`src/rtl/time_set_controller.sv`:
```
// Front-panel setting controller: debounces three buttons, steps the field-select mode and
// issues inc/dec requests stretched so the 1 Hz counter chain samples each exactly once.
`timescale 1ns / 1ps

module time_set_controller #(
  parameter int unsigned DEBOUNCE_CYCLES = 1000000,
  parameter int unsigned IDLE_TIMEOUT_S  = 30
) (
  input  logic       clk_50MHz,
  input  logic       rst_n,
  input  logic       clk_1hz,
  input  logic       btn_mode,
  input  logic       btn_up,
  input  logic       btn_down,
  output logic       set_sec,
  output logic       set_min,
  output logic       set_hour,
  output logic       set_day,
  output logic       set_month,
  output logic       set_year,
  output logic       inc,
  output logic       dec,
  output logic [2:0] mode,
  output logic       setting_active
);

  localparam int unsigned DbW = $clog2(DEBOUNCE_CYCLES + 1);
  localparam int unsigned ToW = $clog2(IDLE_TIMEOUT_S + 1);
  localparam logic [DbW-1:0] DbLoad = DbW'(DEBOUNCE_CYCLES);
  localparam logic [ToW-1:0] ToLast = ToW'(IDLE_TIMEOUT_S - 1);

  typedef enum logic [2:0] {
    ModeRun   = 3'd0,
    ModeSec   = 3'd1,
    ModeMin   = 3'd2,
    ModeHour  = 3'd3,
    ModeDay   = 3'd4,
    ModeMonth = 3'd5,
    ModeYear  = 3'd6
  } mode_e;

  typedef enum logic [1:0] {
    StIdle,
    StWaitLow,
    StWaitRise
  } req_state_e;

  // Bit 0 = mode, bit 1 = up, bit 2 = down.
  logic [2:0]     btn_raw;
  logic [2:0]     btn_s1_q, btn_s2_q;
  logic           hz_s1_q, hz_s2_q, hz_prev_q;
  logic           hz_rise;

  logic [DbW-1:0] db_cnt_q [3];
  logic [DbW-1:0] db_cnt_d [3];
  logic [2:0]     db_lvl_q, db_lvl_d;
  logic [2:0]     press_q, press_d;

  mode_e          mode_q, mode_d;
  logic [ToW-1:0] to_cnt_q, to_cnt_d;
  logic [5:0]     set_q, set_d;
  logic           active_q, active_d;

  req_state_e     req_q, req_d;
  logic           inc_q, inc_d;
  logic           dec_q, dec_d;

  assign btn_raw = {btn_down, btn_up, btn_mode};
  assign hz_rise = hz_s2_q & ~hz_prev_q;

  // Debounce: the counter is reloaded while the synchronized level matches, and counts down
  // while it differs; an expired count with the level still different accepts the change.
  always_comb begin
    db_lvl_d = db_lvl_q;
    press_d  = 3'b000;
    for (int i = 0; i < 3; i++) begin
      db_cnt_d[i] = db_cnt_q[i];
      if (btn_s2_q[i] == db_lvl_q[i]) begin
        db_cnt_d[i] = DbLoad;
      end else if (db_cnt_q[i] != '0) begin
        db_cnt_d[i] = db_cnt_q[i] - DbW'(1);
      end else begin
        db_lvl_d[i] = btn_s2_q[i];
        press_d[i]  = btn_s2_q[i];
      end
    end
  end

  // Mode stepping and idle timeout; both are frozen while a request is in flight.
  always_comb begin
    mode_d   = mode_q;
    to_cnt_d = to_cnt_q;
    if (req_q == StIdle) begin
      if (press_q[0]) begin
        mode_d = (mode_q == ModeYear) ? ModeRun : mode_e'(mode_q + 3'd1);
      end
      if (|press_q) begin
        to_cnt_d = '0;
      end else if (mode_q != ModeRun && hz_rise) begin
        if (to_cnt_q == ToLast) begin
          mode_d   = ModeRun;
          to_cnt_d = '0;
        end else begin
          to_cnt_d = to_cnt_q + ToW'(1);
        end
      end
    end
    if (mode_d == ModeRun) begin
      to_cnt_d = '0;
    end
  end

  always_comb begin
    set_d    = 6'b000000;
    active_d = (mode_d != ModeRun);
    unique case (mode_d)
      ModeSec:   set_d = 6'b000001;
      ModeMin:   set_d = 6'b000010;
      ModeHour:  set_d = 6'b000100;
      ModeDay:   set_d = 6'b001000;
      ModeMonth: set_d = 6'b010000;
      ModeYear:  set_d = 6'b100000;
      default:   set_d = 6'b000000;
    endcase
  end

  // Request is held through a full clk_1hz low phase and released on the following rise.
  always_comb begin
    req_d = req_q;
    inc_d = inc_q;
    dec_d = dec_q;
    unique case (req_q)
      StIdle: begin
        if (mode_q != ModeRun && (press_q[1] ^ press_q[2])) begin
          inc_d = press_q[1];
          dec_d = press_q[2];
          req_d = StWaitLow;
        end
      end
      StWaitLow: begin
        // A low level covers both a fresh fall and being low already on entry.
        if (!hz_s2_q) begin
          req_d = StWaitRise;
        end
      end
      StWaitRise: begin
        if (hz_rise) begin
          req_d = StIdle;
          inc_d = 1'b0;
          dec_d = 1'b0;
        end
      end
      default: begin
        req_d = StIdle;
        inc_d = 1'b0;
        dec_d = 1'b0;
      end
    endcase
  end

  always_ff @(posedge clk_50MHz or negedge rst_n) begin
    if (!rst_n) begin
      btn_s1_q  <= 3'b000;
      btn_s2_q  <= 3'b000;
      hz_s1_q   <= 1'b0;
      hz_s2_q   <= 1'b0;
      hz_prev_q <= 1'b0;
      for (int i = 0; i < 3; i++) begin
        db_cnt_q[i] <= '0;
      end
      db_lvl_q  <= 3'b000;
      press_q   <= 3'b000;
      mode_q    <= ModeRun;
      to_cnt_q  <= '0;
      set_q     <= 6'b000000;
      active_q  <= 1'b0;
      req_q     <= StIdle;
      inc_q     <= 1'b0;
      dec_q     <= 1'b0;
    end else begin
      btn_s1_q  <= btn_raw;
      btn_s2_q  <= btn_s1_q;
      hz_s1_q   <= clk_1hz;
      hz_s2_q   <= hz_s1_q;
      hz_prev_q <= hz_s2_q;
      for (int i = 0; i < 3; i++) begin
        db_cnt_q[i] <= db_cnt_d[i];
      end
      db_lvl_q  <= db_lvl_d;
      press_q   <= press_d;
      mode_q    <= mode_d;
      to_cnt_q  <= to_cnt_d;
      set_q     <= set_d;
      active_q  <= active_d;
      req_q     <= req_d;
      inc_q     <= inc_d;
      dec_q     <= dec_d;
    end
  end

  assign mode           = mode_q;
  assign setting_active = active_q;
  assign set_sec        = set_q[0];
  assign set_min        = set_q[1];
  assign set_hour       = set_q[2];
  assign set_day        = set_q[3];
  assign set_month      = set_q[4];
  assign set_year       = set_q[5];
  assign inc            = inc_q;
  assign dec            = dec_q;

endmodule

```
`config.mk`:
```
export PLATFORM = sky130hd
export DESIGN_NAME = time_set_controller
export DESIGN_NICKNAME = d
export VERILOG_FILES = /design/src/rtl/time_set_controller.sv
export SDC_FILE = /design/constraint.sdc
export NUM_CORES = 1
export LEC_CHECK = 0
export BUFFER_PORTS_ARGS = -buffer_cell sky130_fd_sc_hd__buf_2
export CAP_MARGIN = 20
export CORE_ASPECT_RATIO = 1.1
export CORE_MARGIN = 8
export CORE_UTILIZATION = 60
export CTS_BUF_LIST = sky130_fd_sc_hd__clkbuf_4 sky130_fd_sc_hd__clkbuf_8
export DETAILED_ROUTE_END_ITERATION = 16
export GPL_TIMING_DRIVEN = 0
export HOLD_SLACK_MARGIN = 0.1
export PLACE_DENSITY_LB_ADDON = 0.05
export SLEW_MARGIN = 20
export SYNTH_ARGS = -nofsm -noshare
export SYNTH_HDL_FRONTEND = slang
export SYNTH_SLANG_ARGS = --single-unit
```
`constraint.sdc`:
```
create_clock -name clk_50MHz -period 2.8 [get_ports clk_50MHz]
set_input_delay 0.14 -clock clk_50MHz [delete_from_list [all_inputs] [get_ports clk_50MHz]]
set_output_delay 0.14 -clock clk_50MHz [all_outputs]
set_load 0.05 [all_outputs]
```
After elaboration in Yosys (flattened, before gate mapping)
Index checks and enable logic that the tools add are counted.
{"block": "totals", "in_bits": 6, "latch_bits": 0, "mem_count": 0, "word_cells": 104, "output_inout_bits": 12, "reg_bits": 94, "mem_bits_ro": 0, "ram_bits": 0}
{"block": "op_classes", "n_reduce_logical": 21, "n_mux": 33, "add_sub_neg": 5, "bitwise_logic": 10, "multipliers": 0, "div": 0, "shifts": 0, "n_lt_le_gt_ge": 0, "n_eq_ne": 16}
{"operator": "20-bit two-way mux", "n": 6}
{"operator": "20-bit nonzero test", "n": 3}
{"operator": "20-bit by 1-bit subtractor with 20-bit output (second input constant)", "n": 3}
{"operator": "6-bit one-hot mux with 6 select lines", "n": 1}
{"operator": "5-bit two-way mux", "n": 5}
{"operator": "3-bit two-way mux", "n": 6}
{"operator": "3-bit == test (second input constant)", "n": 4}
{"operator": "1-bit two-way mux", "n": 9}
{"operator": "3-bit nonzero test", "n": 3}
{"operator": "1-bit inverter", "n": 8}
{"operator": "2-bit AND reduction", "n": 4}
{"operator": "2-bit nonzero test", "n": 4}
{"operator": "3-bit by 2-bit == test with 1-bit output (second input constant)", "n": 2}
{"operator": "2-bit two-way mux", "n": 3}
{"operator": "1-bit one-hot mux with 3 select lines", "n": 2}
{"operator": "2-bit one-hot mux with 3 select lines", "n": 1}
{"operator": "3-bit AND reduction", "n": 2}
{"operator": "5-bit by 1-bit adder with 5-bit output (second input constant)", "n": 1}
{"operator": "5-bit == test (second input constant)", "n": 1}
{"operator": "2-bit != test (second input constant)", "n": 2}
{"operator": "3-bit by 1-bit adder with 3-bit output (second input constant)", "n": 1}
{"operator": "1-bit == test", "n": 3}
{"operator": "3-bit by 1-bit == test with 1-bit output (second input constant)", "n": 1}
{"operator": "3-bit zero test", "n": 1}
{"operator": "other kinds (8)", "n": 9}

Longest topological paths before layout
{"block": "logic_depth", "ltp_word": 10, "ltp_mapped": 8, "mapped_depth_nobuf": 7}

Worst setup path before layout
Ideal clock, no wire load.
{"block": "synth_path", "path_kind": "register to register", "start": "register db_cnt_q[0] in the netlist's numbering", "end": "register db_cnt_q[18] in the netlist's numbering", "n_path_buf": 1, "setup_slack_ns": 0.527, "synth_period_minus_slack_ns": 2.273, "stages_incl_launch_ff": 9, "setup_time_ns": 0.069, "t_arrival_ns": 2.204, "path_cell_list": "dfrtp_1 inv_1 ha_1 or3b_2 or3_4 buf_6 nor2b_2 or3b_1 nand3_1"}
{"block": "synth_via", "elab_chain_len": 3}
{"element": "start, declared", "line": "54", "text": "logic [DbW-1:0] db_cnt_q [3];"}
{"element": "start signal, assigned by index", "line": "187", "text": "db_cnt_q[i] <= db_cnt_d[i];"}
{"element": "20-bit by 1-bit subtractor with 20-bit output", "line": "81", "text": "db_cnt_d[i] = db_cnt_q[i] - DbW'(1);"}
{"element": "20-bit two-way mux", "line": "80", "text": "end else if (db_cnt_q[i] != '0) begin"}
{"element": "20-bit two-way mux", "line": "78", "text": "if (btn_s2_q[i] == db_lvl_q[i]) begin"}
Several ways; a longest one is shown, not always the timed one. The select of a mux whose other input is x is not followed.
A chain may end at the register's enable or synchronous reset.

Final worst setup path
Ends and elaborated chain as after synthesis.

==> metrics.txt <==
Die H=108 um; Peak VDD IR=0.000345 V; DRC=0; Critical Path Max Stage Delay=0.51 ns; endpoints failing setup=0; clock-pin transition on the worst setup and hold timing paths=0.09 ns; async set or reset register ratio after synthesis=100%; fin. max-slew vios=0; Clock power frac=36.6%; fmax=405 MHz; R2R Setup Slk=0.33 ns; worst setup margin=0.328 ns; total clock sinks=94; H-tree levels=3; Max transition margin=41.1%; Yosys top cell area share=51.1%; MaxCap Viol Count=0; WL per Instance=14.1 um; Worst Max-Slew Pin Slew=0.882 ns; CP delay by family, top=simple AND/OR/NAND/NOR gates; Port Buf Inserts=17; Reg2Reg Launch Point=db_cnt_q[0]; P&R area growth vs syn=11.8%; antenna cell count=0; Primary FF master, synth=dfrtp_1; Tcrit/Tclk final=88.3%; Avg Vias per Cell=5.80; status=finished, final reports clean; WP data arrival=2.76 ns; synthesis warning total=0; Core Region=0.00747 mm2; register share of total power=52.2%; clock root buffer=clkbuf_8; CP bufs+invs=2; CTS max path bufs=2; IO Count=18; most frequent cell after synthesis=dfrtp_1; worst reg2reg endpoint=db_cnt_q[18]; die area=0.0107 mm2; crit-path cells=inv_1 > ha_1 > or3b_2 > or3_4 > buf_6 > nor2b_2 > or3b_1 > nand3_1; Total GRT Usage=17.0%; top cells by instance count after synthesis=dfrtp_1 (94), nor2_1 (55), nand2_1 (27); RD Place Congestion=0.834; drt pass-1 iters=4; crit-path max FO=10; Fin Clk Skew=0.0162 ns; CTS tree=yes; min cycle time layout=2.47 ns; RSZ-0062 raised after global routing=false; Internal=2.17 mW; Nets=497; slowest CP cell=or3b_2; synthesized cell area=0.00461 mm2; Rows=33; area leader, netlist=dfrtp_1; drt total wl=8.39 mm; first-pass GRT wire length=14.9 mm; Placement Setup Slack=0.277 ns; endpoints failing hold=0; Worst Hold Class=input port to async pin; Die X=99.5 um; DR vias=3459; routed wl met2=3.97 mm; layout cell share with drive strength beyond 1=13.2%; #FFs+latches synth=94; largest net degree at the start of global routing=51; Congestion Overflow GR=0; crit start category=flip-flop; post-synthesis area per instance=10.2 um2; Synth area leaders=dfrtp_1 (51%), xor2_1 (4.6%), nor2_1 (4.5%); PwrDens=564 mW/mm2; Crit path required time=3.09 ns; Mapped Cells=452; Cell variety after synth=58; Post-DRT Antenna Nets=0; path type of the worst setup path=flip-flop to flip-flop; setup TNS=0 ns; met3 WL=236 um; fill count=550; Post-CTS Setup Repair Bufs=0; WL met1=4.07 mm; R2R depth=8; number of synthesized flops with an enable pin=0; TritonCTS buffer count=9; clock latency on the worst-skew pair=0.35 ns; Leakage=2.10 nW; vias in the first global route=3340; switching pwr=0.734 mW; HPWL after DPL=5.87 mm; register area share after synthesis=51.1%; uppermost layer routed=met4; Sw Ratio=25.3%; worst hold slack=0.278 ns; Post-Syn Nets=463; initial antenna violation count=0; Initial DRC Count=133; CP Capture Type=flip-flop; Comb power frac=11.2%; initial core utilization=61.6%
repair_timing:
| item | 4_1_cts | 5_1_grt |
|---|---|---|
| hold endpoints to repair | 93 | 0 |
| hold buffers | 5 | 0 |
| setup endpoints to repair | 0 | 2 |
| resized for setup | 0 | 1 |
worst register-to-register path: stages, from the launching register on:
cell and delay (ns):
dfrtp_1 0.41, inv_1 0.10, ha_1 0.16, or3b_2 0.51, or3_4 0.45, buf_6 0.16
nor2b_2 0.17, or3b_1 0.36, nand3_1 0.09
metrics by stage:
step / util (%) / area [um2] / instances / power [mW]
after global routing: 68.9 / 5150 / 596 / 3.04
after detailed placement: 65.0 / 4860 / 575 / 1.86
after floorplan: - / 4610 / 452 / 1.76
after global placement: 64.5 / 4820 / 574 / 1.84
final: 68.9 / 5150 / 596 / 2.90
after CTS: 68.9 / 5150 / 596 / 2.93
kinds of logic (layout without fill, tap and decap cells):
logic type	after synthesis	after routing	synth area share (%)
compound gates	78	78	10.9
xor+xnor	43	43	8.17
fa+ha+maj	5	5	1.36
buf+inv	21	60	1.98
flops	94	94	51.1
mux	8	8	1.82
simple gates	203	203	24.7
power by group through the flow:
stage	sequential (mW)	clock, mW	combinational, mW
2_1_floorplan	1.52	0	0.234
3_3_place_gp	1.54	0	0.302
3_5_place_dp	1.54	0	0.318
4_1_cts	1.51	1.09	0.326
5_1_grt	1.53	1.14	0.377
6_report	1.52	1.06	0.325
cell usage in the layout, fill, tap and decap left out, types with 6 or more instances in the layout:
cell	count
o21ai_0	24
clkbuf_8	9
xnor2_1	19
a211oi_1	7
o211ai_1	10
clkbuf_1	7
nand3_1	11
nand2_1	27
xor2_1	24
or3_1	14
nor3b_1	8
a21oi_1	15
nor2_1	55
dfrtp_1	94
buf_2	19
inv_1	9
nor2b_1	6
nor4_1	13
or4_1	9
nor3_1	18
area by class of cell:
type | instances | area, um2 | share of cell area (%)
flip-flops and latches | 94 | 2350 | 45.7
multi-input cells | 337 | 2170 | 42.1
repair buffers | 23 | 169 | 3.28
plain buffers | 12 | 57.6 | 1.12
clock buffers | 10 | 131 | 2.55
inverters | 9 | 33.8 | 0.656
clock inverters | 6 | 109 | 2.11
well taps | 105 | 131 | 2.55
state kept, by name (all words and copies together) (netlist names):
signal,count
btn_s2_q,3
setting_active,1
hz_prev_q,1
hz_s1_q,1
dec,1
hz_s2_q,1
to_cnt_q,5
req_q,2
mode,3
btn_s1_q,3
db_lvl_q,3
db_cnt_q,60
inc,1
set_q,6
press_q,3
worst max-delay path by stage:
stage	startpoint	endpoint	slack, ns	cells after the start
finish	db_cnt_q[0]	db_cnt_q[18]	0.33	8
global route	db_cnt_q[0]	db_cnt_q[14]	0.22	8
CTS	db_cnt_q[40]	db_cnt_q[46]	0.25	7
detailed placement	db_cnt_q[40]	db_cnt_q[46]	0.28	7
global placement	db_cnt_q[40]	db_cnt_q[56]	0.30	8
floorplan	db_cnt_q[0]	db_cnt_q[18]	0.53	8
metal layers:
metal  vias to the layer above  global-route usage, %
met5                         -                      0
met1                      1697                   22.2
li1                       1711                      -
met2                        39                   27.5
met3                        12                   3.04
met4                         0                   6.71
Note: power is estimated with default switching activity, not from simulation.
